[src/rtl/shift_bank_pkg.sv]
`default_nettype none
// ============================================================================
// Module      : shift_bank_pkg
// Description : Shared types for the shift register bank: shift mode
//               encoding and sequencer state encoding.
// Revision    : 1.0 - initial release
// ============================================================================
package shift_bank_pkg;

    // Shift mode encoding, matches the 2-bit Mode input
    typedef enum logic [1:0] {
        LSR = 2'b00,    // logical shift right, Serial_In fills MSB
        ASR = 2'b01,    // arithmetic shift right, sign replicated
        ROR = 2'b10,    // rotate right, LSB wraps to MSB
        LSL = 2'b11     // logical shift left, Serial_In fills LSB
    } shift_mode_t;

    // Sequencer states
    typedef enum logic [1:0] {
        IDLE  = 2'b00,
        SHIFT = 2'b01,
        DONE  = 2'b10
    } bank_state_t;

endpackage : shift_bank_pkg
`default_nettype wire

[src/rtl/reg_n.sv]
`default_nettype none
// ============================================================================
// Module      : reg_n
// Description : WIDTH-bit register with parallel load and 1-bit shift in
//               either direction. Exposes both end bits so neighbours can be
//               chained into a longer shift path. Requires WIDTH >= 2.
// Revision    : 1.0 - initial release
// ============================================================================
module reg_n #(
    parameter int WIDTH = 4
) (
    input  logic             clk,
    input  logic             rst,
    input  logic             i_ld,
    input  logic [WIDTH-1:0] i_d,
    input  logic             i_shift,
    input  logic             i_dir_left,
    input  logic             i_in_msb,
    input  logic             i_in_lsb,
    output logic [WIDTH-1:0] o_q,
    output logic             o_msb,
    output logic             o_lsb
);

    logic [WIDTH-1:0] r_q;

    // Load has priority; otherwise shift one bit toward the selected end
    always_ff @(posedge clk or posedge rst) begin
        if (rst) begin
            r_q <= '0;
        end else if (i_ld) begin
            r_q <= i_d;
        end else if (i_shift) begin
            if (i_dir_left) begin
                r_q <= {r_q[WIDTH-2:0], i_in_lsb};
            end else begin
                r_q <= {i_in_msb, r_q[WIDTH-1:1]};
            end
        end
    end

    assign o_q   = r_q;
    assign o_msb = r_q[WIDTH-1];
    assign o_lsb = r_q[0];

endmodule : reg_n
`default_nettype wire

[src/rtl/shift_register_bank.sv]
`default_nettype none
// ============================================================================
// Module      : shift_register_bank
// Description : NUM_REGS chained WIDTH-bit registers forming one serial
//               shift path (register 0 most significant), with individual
//               parallel load and a Start/Busy/Done shift sequencer
//               supporting LSR, ASR, ROR and LSL.
// Revision    : 1.0 - initial release
// ============================================================================
module shift_register_bank
    import shift_bank_pkg::*;
#(
    parameter int WIDTH    = 4,
    parameter int NUM_REGS = 2,
    parameter int TOT_W    = NUM_REGS * WIDTH,
    parameter int SEL_W    = $clog2(NUM_REGS),
    parameter int CNT_W    = $clog2(TOT_W + 1)
) (
    input  logic             Clk,
    input  logic             Reset,
    input  logic             Ld,
    input  logic [SEL_W-1:0] Ld_Sel,
    input  logic [WIDTH-1:0] D,
    input  logic             Start,
    input  logic [CNT_W-1:0] Shift_Cnt,
    input  logic [1:0]       Mode,
    input  logic             Serial_In,
    output logic             Serial_Out,
    output logic             Busy,
    output logic             Done,
    output logic [TOT_W-1:0] Data_Out
);

    bank_state_t      r_state;
    shift_mode_t      r_mode;
    logic [CNT_W-1:0] r_cnt;
    logic             r_busy;
    logic             r_done;

    logic             w_idle;
    logic             w_shift;
    logic             w_left;
    logic             w_fill_msb;
    shift_mode_t      w_mode_eff;

    logic [WIDTH-1:0] w_q   [NUM_REGS];
    logic             w_msb [NUM_REGS];
    logic             w_lsb [NUM_REGS];

    assign w_idle  = (r_state == IDLE);
    assign w_shift = (r_state == SHIFT);
    assign w_left  = (r_mode == LSL);

    // Bit entering the chain MSB on right-going shifts
    always_comb begin
        w_fill_msb = Serial_In;
        case (r_mode)
            LSR:     w_fill_msb = Serial_In;
            ASR:     w_fill_msb = w_msb[0];
            ROR:     w_fill_msb = w_lsb[NUM_REGS-1];
            default: w_fill_msb = Serial_In;
        endcase
    end

    // Serial_Out previews the bit leaving on the next shift; the live Mode
    // is used only while idle, before a mode has been latched
    assign w_mode_eff = w_idle ? shift_mode_t'(Mode) : r_mode;
    assign Serial_Out = (w_mode_eff == LSL) ? w_msb[0] : w_lsb[NUM_REGS-1];

    generate
        for (genvar k = 0; k < NUM_REGS; k++) begin : g_reg
            logic w_in_msb;
            logic w_in_lsb;
            logic w_ld;

            // Out-of-range Ld_Sel matches no register and is dropped
            assign w_ld = Ld && w_idle && (Ld_Sel == SEL_W'(k));

            if (k == 0) begin : g_head
                assign w_in_msb = w_fill_msb;
            end else begin : g_mid_msb
                assign w_in_msb = w_lsb[k-1];
            end

            if (k == NUM_REGS - 1) begin : g_tail
                assign w_in_lsb = Serial_In;
            end else begin : g_mid_lsb
                assign w_in_lsb = w_msb[k+1];
            end

            reg_n #(
                .WIDTH (WIDTH)
            ) u_reg (
                .clk        (Clk),
                .rst        (Reset),
                .i_ld       (w_ld),
                .i_d        (D),
                .i_shift    (w_shift),
                .i_dir_left (w_left),
                .i_in_msb   (w_in_msb),
                .i_in_lsb   (w_in_lsb),
                .o_q        (w_q[k]),
                .o_msb      (w_msb[k]),
                .o_lsb      (w_lsb[k])
            );

            assign Data_Out[TOT_W-1-k*WIDTH -: WIDTH] = w_q[k];
        end
    endgenerate

    // Sequencer: accept Start in IDLE, count shifts, pulse Done once
    always_ff @(posedge Clk or posedge Reset) begin
        if (Reset) begin
            r_state <= IDLE;
            r_mode  <= LSR;
            r_cnt   <= '0;
            r_busy  <= 1'b0;
            r_done  <= 1'b0;
        end else begin
            case (r_state)
                IDLE: begin
                    if (Start) begin
                        r_mode <= shift_mode_t'(Mode);
                        r_cnt  <= Shift_Cnt;
                        if (Shift_Cnt == '0) begin
                            r_state <= DONE;
                            r_done  <= 1'b1;
                        end else begin
                            r_state <= SHIFT;
                            r_busy  <= 1'b1;
                        end
                    end
                end
                SHIFT: begin
                    if (r_cnt == CNT_W'(1)) begin
                        r_state <= DONE;
                        r_busy  <= 1'b0;
                        r_done  <= 1'b1;
                        r_cnt   <= '0;
                    end else begin
                        r_cnt <= r_cnt - 1'b1;
                    end
                end
                DONE: begin
                    r_done  <= 1'b0;
                    r_state <= IDLE;
                end
                default: begin
                    r_state <= IDLE;
                    r_busy  <= 1'b0;
                    r_done  <= 1'b0;
                end
            endcase
        end
    end

    assign Busy = r_busy;
    assign Done = r_done;

endmodule : shift_register_bank
`default_nettype wire

[config.mk]
export PLATFORM = sky130hd
export DESIGN_NAME = shift_register_bank
export DESIGN_NICKNAME = d
export VERILOG_FILES = /design/src/rtl/shift_bank_pkg.sv /design/src/rtl/reg_n.sv /design/src/rtl/shift_register_bank.sv
export SDC_FILE = /design/constraint.sdc
export NUM_CORES = 1
export LEC_CHECK = 0
export BUFFER_PORTS_ARGS = -buffer_cell sky130_fd_sc_hd__buf_2
export CELL_PAD_IN_SITES_DETAIL_PLACEMENT = 0
export CELL_PAD_IN_SITES_GLOBAL_PLACEMENT = 1
export CORE_ASPECT_RATIO = 0.8
export CORE_MARGIN = 2
export CORE_UTILIZATION = 40
export CTS_CLUSTER_DIAMETER = 150
export DETAILED_ROUTE_END_ITERATION = 10
export GPL_TIMING_DRIVEN = 1
export PLACE_DENSITY_LB_ADDON = 0.1
export SYNTH_ARGS = -nofsm -noshare
export SYNTH_HDL_FRONTEND = slang
export SYNTH_SLANG_ARGS = --single-unit
[constraint.sdc]
create_clock -name Clk -period 2.02 [get_ports Clk]
set_clock_uncertainty 0.15 [all_clocks]
set_input_delay 0.404 -clock Clk [delete_from_list [all_inputs] [get_ports Clk]]
set_output_delay 0.404 -clock Clk [all_outputs]
set_load 0.005 [all_outputs]
==> results.toml <==
[routing]
wl_um = 2510
routed_via_density = 5.21
remaining_drc_errors = 0
drt-wirelength-per-cell_um = 14.0
ant_nets = 0
initialDrtViolationCount = 45
drt_first_pass_iters = 4
num_vias = 938

[sta]
setup_tns_ns = -0.0620
post-route-period-util_pct = 103
rsz0062_at_grt = "true"
setup_viol = 1
fmaxAchievable_mhz = 480
setup_ws_ns = -0.0620
relSlewSlack_pct = 62.4
drv_slew = 0
hold_violations = 0
worstMarginPinSlew_ns = 0.563
min_period_ns = 2.08

[synthesis]
post_synth_instance_area_um2 = 1130
synth_edf_count = 0
async_flop_share_pct = 100
yosys.area.top_type_share_pct = 39.7
synth_ff_type = "dfrtp_1"
synth.distinct_cells = 36
synth_nets = 132
yosysTopAreaCell = "dfrtp_1"
syn_area_per_cell_um2 = 9.94
yosysWarnings = 0
yosys_register_bits = 18
seq_area_frac_synth_pct = 39.7
synthCells = 114
ys_top_cells_by_area = "dfrtp_1 (40%), mux2i_1 (7.1%), a211oi_1 (4.6%)"

[pwr]
leakage_nw = 0.608
total_power_mw = 2.01
ir_drop_mv = 0.751
p_per_area_nw_per_um2 = 1500

[final_layout]
final_nets = 162
final_cell_area_um2 = 1340
drive_gt1_share_pct = 33.8
area_growth_pct = 18.4
diodes = 0
fin_cells = 180

[global_routing]
antenna_found_initial = 0
overflow = 0
grt_max_degree = 19
grtUsageTotal_pct = 17.3
grt_first_pass_wirelength_um = 4300
grt_pass1_vias = 895

[worst_hold_path]
hold_path_depth = 2
holdCritStartpoint = "Mode[0]"
min_path_type = "in -> reg"
whs_endpoint = "r_mode[0]"

[placement]
gp_congestion = 0.770
hpwl_um = 1970
placed_area_um2 = 1310
dp.cells = 176
port_buffers = 26

[run_status]
violations = "setup timing"
outcome = "finished with violations"

[critical_path]
worstPathMaxFanout = 2
reg2reg_from = "r_cnt[1]"
reg2reg_to = "Busy"
criticalPathCategory = "reg -> out"
critPathArrivalTime_ns = 1.53
crit_chain = "nor2_2 > mux2i_1 > mux2_2 > buf_2"
start_kind = "register"
cp_top_family = "multiplexers"
cp_num_buf_inv = 1
max_stage_delay_ns = 0.40
critPathSlowestCell = "dfrtp_1"
cp_num_cells = 4
r2r_cells = 5
reg2reg_slack_ns = 0.24
crit_path_end_kind = "output port"
required_ns = 1.47

[cts]
cts_tree = "built"
htreeDepth = 1
cts.sink_count = 18
worstSkewPairLatency_ns = 0.29
cts_root_buf = "clkbuf_4"
cts_max_path_buffers = 2
cts_inserted_buffers = 3
path_clk_slew_ns = 0.10

[die]
die_w_um = 63.5
dieArea_um2 = 3280
pin_count = 27
core_area_um2 = 2720
die_h_um = 51.6
rows = 17
start_util_pct = 41.6

[job]
cap_violations = 0
cells in the mapped netlist (2+ instances only):
library cell	number
o21ai_0	3
nor2b_1	3
mux2i_1	8
nand2b_1	3
a211oi_1	7
mux2_2	3
nor3_1	8
nand2_1	8
nor3b_1	3
nor2_1	9
inv_1	5
dfrtp_1	18
buf_4	5
buf_2	2
o221ai_1	2
a21oi_1	3
ha_1	2
o211ai_1	3
a22oi_1	2
report_power, final:
part | internal (mW) | switching (mW) | total [mW]
clock network | 0.0694 | 0.112 | 0.182
registers | 0.543 | 0.176 | 0.719
logic | 0.561 | 0.552 | 1.11
worst max path at each step:
stage | startpoint | slack (ns) | to
floorplan | r_state[0] | 0.21 | Serial_Out
global placement | r_state[1] | 0.27 | Serial_Out
detailed placement | r_state[1] | 0.23 | Serial_Out
CTS | r_state[1] | -0.08 | Serial_Out
global route | r_state[0] | -0.17 | Serial_Out
finish | r_state[0] | -0.06 | Serial_Out
state kept, by name (all words and copies together) (netlist names):
register and flops:
g.u_reg.o_q 8, r_cnt 4, r_mode 2, r_state 2, Busy 1, Done 1
logic make-up (layout without fill, tap and decap cells):
| group | after synthesis | in the layout | share of synthesized area [%] |
|---|---|---|---|
| AOI/OAI and AO/OA | 24 | 24 | 17.2 |
| adders and majority gates | 2 | 2 | 2.21 |
| buffers and inverters | 14 | 42 | 6.62 |
| DFF | 18 | 18 | 39.7 |
| muxes | 11 | 11 | 10.0 |
| and+or+nand+nor | 45 | 45 | 24.2 |
final cells by class:
| cell class | instances | area [µm²] |
|---|---|---|
| timing repair buffer | 34 | 193 |
| sequential | 18 | 450 |
| clock buffer | 3 | 22.5 |
| inverter | 5 | 18.8 |
| multi-input combinational | 82 | 611 |
| fill | 278 | 1380 |
| tap | 38 | 47.5 |
worst reg2reg max path, stage by stage (launching register included):
cell and delay [ns]:
dfrtp_1 0.41, inv_1 0.08, ha_1 0.15, or3b_4 0.41
a2111oi_4 0.36, a2bb2oi_2 0.15
layer usage:
| metal | vias to the layer above | wire (µm) | GRT usage (%) |
|---|---|---|---|
| met2 | 21 | 1040 | 26.0 |
| met1 | 442 | 1350 | 25.2 |
| met3 | 2 | 109 | 4.55 |
| met5 | - | 0 | 0 |
| met4 | 0 | 12 | 3.26 |
| li1 | 473 | - | - |
repair_timing:
item / CTS / global route
gates resized for setup: 1 / 0
buffers inserted: 0 / 0
endpoints found under the setup margin: 1 / 1
hold endpoints to repair: 18 / 0
pin swaps: 0 / 1
hold buffers: 1 / 0
through the flow:
step,setup WS [ns],utilization [%],hold WS (ns)
finish,-0.0620,49.3,0.206
global route,-0.174,49.3,0.187
CTS,-0.0793,49.3,0.195
detailed placement,0.231,48.0,0.288
global placement,0.269,48.0,0.286
floorplan,0.209,-,0.193
cells in the final DEF, fill, tap and decap left out, drive strengths merged, types with 5 or more instances in the layout:
cell,synthesis,final
inv,5,5
dfrtp,18,18
buf,7,33
a211oi,7,7
nand2,8,8
nor3,8,8
nor2,9,9
mux2i,8,8
Power figures use the tool's default switching activity.
